$ cat src/rtl/bram_rd_arbiter_n.sv
// rtl/bram_rd_arbiter_n.sv - N-port arbiter for one shared BRAM read port with per-port read-valid tagging
//
// Purpose: grants one of NUM_REQ readers per cycle onto a single BRAM read
// port and returns a one-hot req_rvalid RD_LATENCY cycles after each grant.
// Optional feature macro: BRAM_ARB_RR_EN selects round-robin arbitration with
// a MAX_BURST hold. When it is undefined, the lowest index wins and MAX_BURST
// is ignored.
//
// Ports:
//   clk, rst        clock, asynchronous active-high reset
//   req_valid       per-requester read request
//   req_addr        flattened addresses, requester i at [i*ADDR_WIDTH +: ADDR_WIDTH]
//   req_gnt         one-hot grant, combinational in the request cycle
//   req_rdata       bram_data broadcast to all requesters
//   req_rvalid      one-hot owner of req_rdata this cycle
//   bram_addr       address to BRAM (0 when idle)
//   bram_re         read enable to BRAM
//   bram_data       BRAM read data, RD_LATENCY cycles after bram_re
//   busy            any read still in flight in the tag pipe
module bram_rd_arbiter_n #(
  parameter int NUM_REQ    = 3,
  parameter int ADDR_WIDTH = 18,
  parameter int DATA_WIDTH = 8,
  parameter int RD_LATENCY = 1,
  parameter int MAX_BURST  = 4
) (
  input  logic                          clk,
  input  logic                          rst,
  input  logic [NUM_REQ-1:0]            req_valid,
  input  logic [NUM_REQ*ADDR_WIDTH-1:0] req_addr,
  output logic [NUM_REQ-1:0]            req_gnt,
  output logic [DATA_WIDTH-1:0]         req_rdata,
  output logic [NUM_REQ-1:0]            req_rvalid,
  output logic [ADDR_WIDTH-1:0]         bram_addr,
  output logic                          bram_re,
  input  logic [DATA_WIDTH-1:0]         bram_data,
  output logic                          busy
);

  // Parameter range checks at elaboration time.
  if (NUM_REQ < 2 || NUM_REQ > 8) begin : g_bad_num_req
    $error("NUM_REQ must be 2..8");
  end
  if (RD_LATENCY < 1 || RD_LATENCY > 3) begin : g_bad_latency
    $error("RD_LATENCY must be 1..3");
  end
  if (MAX_BURST < 1) begin : g_bad_burst
    $error("MAX_BURST must be at least 1");
  end

  logic [NUM_REQ-1:0] gnt_c;

`ifdef BRAM_ARB_RR_EN
  localparam int IDX_W = $clog2(NUM_REQ);
  localparam int CNT_W = $clog2(MAX_BURST + 1);

  typedef enum logic {IDLE, HOLD} state_t;

  state_t           state;
  logic [IDX_W-1:0] owner;
  logic [IDX_W-1:0] rr_ptr;
  logic [CNT_W-1:0] burst_cnt;

  logic             hold_keep;
  logic [IDX_W-1:0] scan_start;
  logic [IDX_W-1:0] scan_idx;
  logic [IDX_W-1:0] pick;
  logic             found;

  function automatic logic [IDX_W-1:0] wrap_inc(input logic [IDX_W-1:0] v);
    if (int'(v) == NUM_REQ - 1) return '0;
    return v + 1'b1;
  endfunction

  always_comb begin
    hold_keep  = (state == HOLD) && req_valid[owner] && (burst_cnt < CNT_W'(MAX_BURST));
    // Ending a burst searches from owner+1 in the same cycle, so there is no bubble.
    scan_start = (state == HOLD) ? wrap_inc(owner) : rr_ptr;
    scan_idx   = '0;
    pick       = '0;
    found      = 1'b0;
    for (int k = 0; k < NUM_REQ; k++) begin
      scan_idx = IDX_W'((int'(scan_start) + k) % NUM_REQ);
      if (!found && req_valid[scan_idx]) begin
        found = 1'b1;
        pick  = scan_idx;
      end
    end
    gnt_c = '0;
    if (hold_keep) gnt_c[owner] = 1'b1;
    else if (found) gnt_c[pick] = 1'b1;
  end

  always_ff @(posedge clk or posedge rst) begin
    if (rst) begin
      state     <= IDLE;
      owner     <= '0;
      rr_ptr    <= '0;
      burst_cnt <= '0;
    end else if (hold_keep) begin
      burst_cnt <= burst_cnt + 1'b1;
    end else begin
      if (state == HOLD) rr_ptr <= wrap_inc(owner);
      if (found) begin
        owner     <= pick;
        burst_cnt <= CNT_W'(1);
        if (MAX_BURST > 1) begin
          state <= HOLD;
        end else begin
          state  <= IDLE;
          rr_ptr <= wrap_inc(pick);
        end
      end else begin
        state <= IDLE;
      end
    end
  end
`else
  // Static priority: scanning downward lets the lowest valid index overwrite.
  always_comb begin
    gnt_c = '0;
    for (int i = NUM_REQ - 1; i >= 0; i--) begin
      if (req_valid[i]) begin
        gnt_c    = '0;
        gnt_c[i] = 1'b1;
      end
    end
  end
`endif

  // Grant is forced low during reset so the BRAM sees no read while rst is high.
  assign req_gnt   = rst ? '0 : gnt_c;
  assign bram_re   = |req_gnt;
  assign req_rdata = bram_data;

  always_comb begin
    bram_addr = '0;
    for (int i = 0; i < NUM_REQ; i++) begin
      if (req_gnt[i]) bram_addr = req_addr[i*ADDR_WIDTH +: ADDR_WIDTH];
    end
  end

  // Tag pipe: one one-hot grant vector per BRAM latency stage.
  logic [NUM_REQ-1:0] tag_pipe [RD_LATENCY];

  always_ff @(posedge clk or posedge rst) begin
    if (rst) begin
      for (int s = 0; s < RD_LATENCY; s++) tag_pipe[s] <= '0;
    end else begin
      tag_pipe[0] <= req_gnt;
      for (int s = 1; s < RD_LATENCY; s++) tag_pipe[s] <= tag_pipe[s-1];
    end
  end

  assign req_rvalid = tag_pipe[RD_LATENCY-1];

  always_comb begin
    busy = 1'b0;
    for (int s = 0; s < RD_LATENCY; s++) busy = busy | (|tag_pipe[s]);
  end

endmodule

$ cat config.mk
export PLATFORM = sky130hd
export DESIGN_NAME = bram_rd_arbiter_n
export DESIGN_NICKNAME = d
export VERILOG_FILES = /design/src/rtl/bram_rd_arbiter_n.sv
export SDC_FILE = /design/constraint.sdc
export NUM_CORES = 1
export LEC_CHECK = 0
export BUFFER_PORTS_ARGS = -buffer_cell sky130_fd_sc_hd__clkbuf_2
export CAP_MARGIN = 30
export CORE_ASPECT_RATIO = 0.9
export CORE_MARGIN = 4
export CORE_UTILIZATION = 23
export CTS_CLUSTER_SIZE = 14
export DETAILED_ROUTE_END_ITERATION = 16
export MAX_ROUTING_LAYER = met4
export PLACE_DENSITY_LB_ADDON = 0.05
export SLEW_MARGIN = 20
export SYNTH_ARGS = -nofsm -noshare
export SYNTH_HDL_FRONTEND = slang
export SYNTH_SLANG_ARGS = --single-unit
$ cat constraint.sdc
create_clock -name clk -period 1.7 [get_ports clk]
set_clock_uncertainty 0.15 [all_clocks]
set_input_delay 0.34 -clock clk [delete_from_list [all_inputs] [get_ports clk]]
set_output_delay 0.34 -clock clk [all_outputs]
set_load 0.05 [all_outputs]
==> impl_metrics.env <==
export IMPL_synthDistinctLibCells=12
export IMPL_wl_um=2690
export IMPL_slew_headroom=0.707
export IMPL_gp_congestion=0.664
export IMPL_max_cap_violations=0
export IMPL_layout_min_cycle_time_ps=2090
export IMPL_drv_slew=0
export IMPL_syn2layout_area_growth_pct=197
export IMPL_clk_path_buf_depth=2
export IMPL_grt_max_degree=19
export IMPL_tritoncts="done"
export IMPL_synth_yosys_seq_area_share=0.139
export IMPL_criticalPathCategory="primary input to output pin"
export IMPL_holdPathStages=3
export IMPL_finalCritPeriodShare=1.23
export IMPL_ant_nets=0
export IMPL_setup_violations=20
export IMPL_synth_fp_nets=147
export IMPL_dpl_hpwl_um=2130
export IMPL_cp_num_buf_inv=3
export IMPL_status="complete, but fails checks"
export IMPL_worst_path_largest_cell_delay_ps=590
export IMPL_cts_setup_buffers=0
export IMPL_preCtsSetupSlack_ps=-494
export IMPL_fin_ws_ps=-387
export IMPL_io_pins=101
export IMPL_synth_warnings=0
export IMPL_drt_pass1_iterations=3
export IMPL_p_leak_nw=0.753
export IMPL_core_area_mm2=0.00220
export IMPL_htreeDepth=1
export IMPL_clockRootBuffer="clkbuf_4"
export IMPL_avgRoutedWirePerCell_um=13.9
export IMPL_clkTransAtPathRegs_ps=40
export IMPL_chipWidth_um=59.0
export IMPL_cp_arrival_ps=1600
export IMPL_crit_family="simple AND/OR/NAND/NOR gates"
export IMPL_crit_fanout=18
export IMPL_dieArea_mm2=0.00318
export IMPL_cp_num_cells=6
export IMPL_numPortBuffers=84
export IMPL_grt_pass1_vias=1011
export IMPL_drtIter0Drc=15
export IMPL_crit_required_ps=1210
export IMPL_synth_area_top_cells="a221oi_1 (29%), nor2_1 (25%), dfrtp_1 (14%)"
export IMPL_ys_ff_latch=3
export IMPL_grt_overflow_total=0
export IMPL_n_antenna_cell=0
export IMPL_drive_above_1_share=0.916
export IMPL_avgSynthCellArea_um2=6.74
export IMPL_synth_top_area_share=0.292
export IMPL_core_rowCount=16
export IMPL_drc_errors=0
export IMPL_grtUsageTotal=0.178
export IMPL_fillCellCount=178
export IMPL_violations="negative setup slack"
export IMPL_viasPerCell=4.70
export IMPL_numCtsBuffers=3
export IMPL_cp_end_kind="output pin"
export IMPL_netlist_area_um2=539
export IMPL_cp_start_kind="primary input"
export IMPL_vias=912
export IMPL_power_uw=741
export IMPL_worst_pin_slew_ps=440
export IMPL_die_h_um=53.9
export IMPL_synth_largest_area_cell="a221oi_1"
export IMPL_num_nets_final=235
export IMPL_holdCritPathClass="primary input to flop"
export IMPL_ir_worst_vdd_mv=0.337
export IMPL_grt_pass1_wl_um=4240
export IMPL_grt_antenna_before_repair=0
export IMPL_hold_viol_final=0
export IMPL_clock_sinks=3
export IMPL_start_util=0.245
export IMPL_critPathSlowestCell="or4b_4"
export IMPL_largest_reg_flops=3
export IMPL_max_freq_mhz=479
export IMPL_synth_cells=80
export IMPL_grt_setup_unrepaired="yes"
export IMPL_pwr_density_cell_mw_per_mm2=463
export IMPL_path_cells="buf_6 -> or4b_4 -> buf_12 -> nor2_2 -> nor2_4 -> clkbuf_8"
[cell usage in the layout (no fill, tap or decap)]
master / instances
clkbuf_2: 60
nor2_4: 24
buf_8: 13
nor2_2: 12
a221oi_2: 11
buf_4: 9
a221oi_1: 7
clkbuf_8: 7
buf_12: 5
buf_6: 4
clkbuf_4: 3
dfrtp_1: 3
nor2b_4: 1
inv_1: 1
nor3b_2: 1
or4b_4: 1
clkinv_8: 1
or3_4: 1
or3_1: 1
clkbuf_1: 1
dlygate4sd3_1: 1
[cell families after synthesis]
group | count (synthesis) | share of synthesized area
buffers and inverters | 18 | 0.244
AND/OR/NAND/NOR | 41 | 0.325
flip-flops | 3 | 0.139
AO/OA/AOI/OAI | 18 | 0.292
[through the flow]
step	instances	utilization	TNS, ps	hold WS (ps)	area, um2
after detailed placement	189	0.568	-9230	201	1250
final	194	0.726	-6920	405	1600
after global routing	194	0.726	-7530	412	1600
after floorplan	80	-	-6070	-56.4	757
after global placement	189	0.568	-8960	197	1250
after CTS	194	0.708	-7180	389	1560
[cell type report]
class,instances,area (um2),share of cell area
sequential,3,75.1,0.0469
clock buffer,4,26.3,0.0164
inverter,2,20.0,0.0125
multi-input combinational,59,629,0.394
tap,27,33.8,0.0211
timing repair buffer,99,815,0.509
[metal layers]
metal	up-vias	wire length, um	GRT usage
met5	-	0	-
met1	411	936	0.191
li1	457	-	-
met3	2	214	0.0264
met4	0	8	0.0755
met2	42	1530	0.327
[tightest hold or removal path, stage by stage]
cell and delay [ps]:
buf_6 90, nor3b_2 160, buf_6 150
[worst paths after layout]
check	to	start
setup / recovery	bram_addr[14]	req_valid[1]
hold / removal	req_rvalid[1]	req_valid[1]
max in group asynchronous	req_rvalid[0]	rst
min in group asynchronous	req_rvalid[2]	rst
[synth_stat cells]
master	count
a221oi_1	18
buf_2	5
buf_4	8
buf_6	3
clkinv_4	1
dfrtp_1	3
inv_1	1
nor2_1	36
nor2b_1	1
nor3b_1	1
or3_1	2
or4b_4	1
[power breakdown]
part           internal, mW  switching [mW]
logic                 0.240           0.296
clock network        0.0882          0.0410
registers            0.0745         0.00125
[what timing repair did]
action | 4_1_cts | 5_1_grt
endpoints found under the hold margin | 3 | 0
hold buffers | 1 | 0
gates resized for setup | 69 | 19
pin swaps | 0 | 1
endpoints found under the setup margin | 23 | 23
Power figures use the tool's default switching activity.
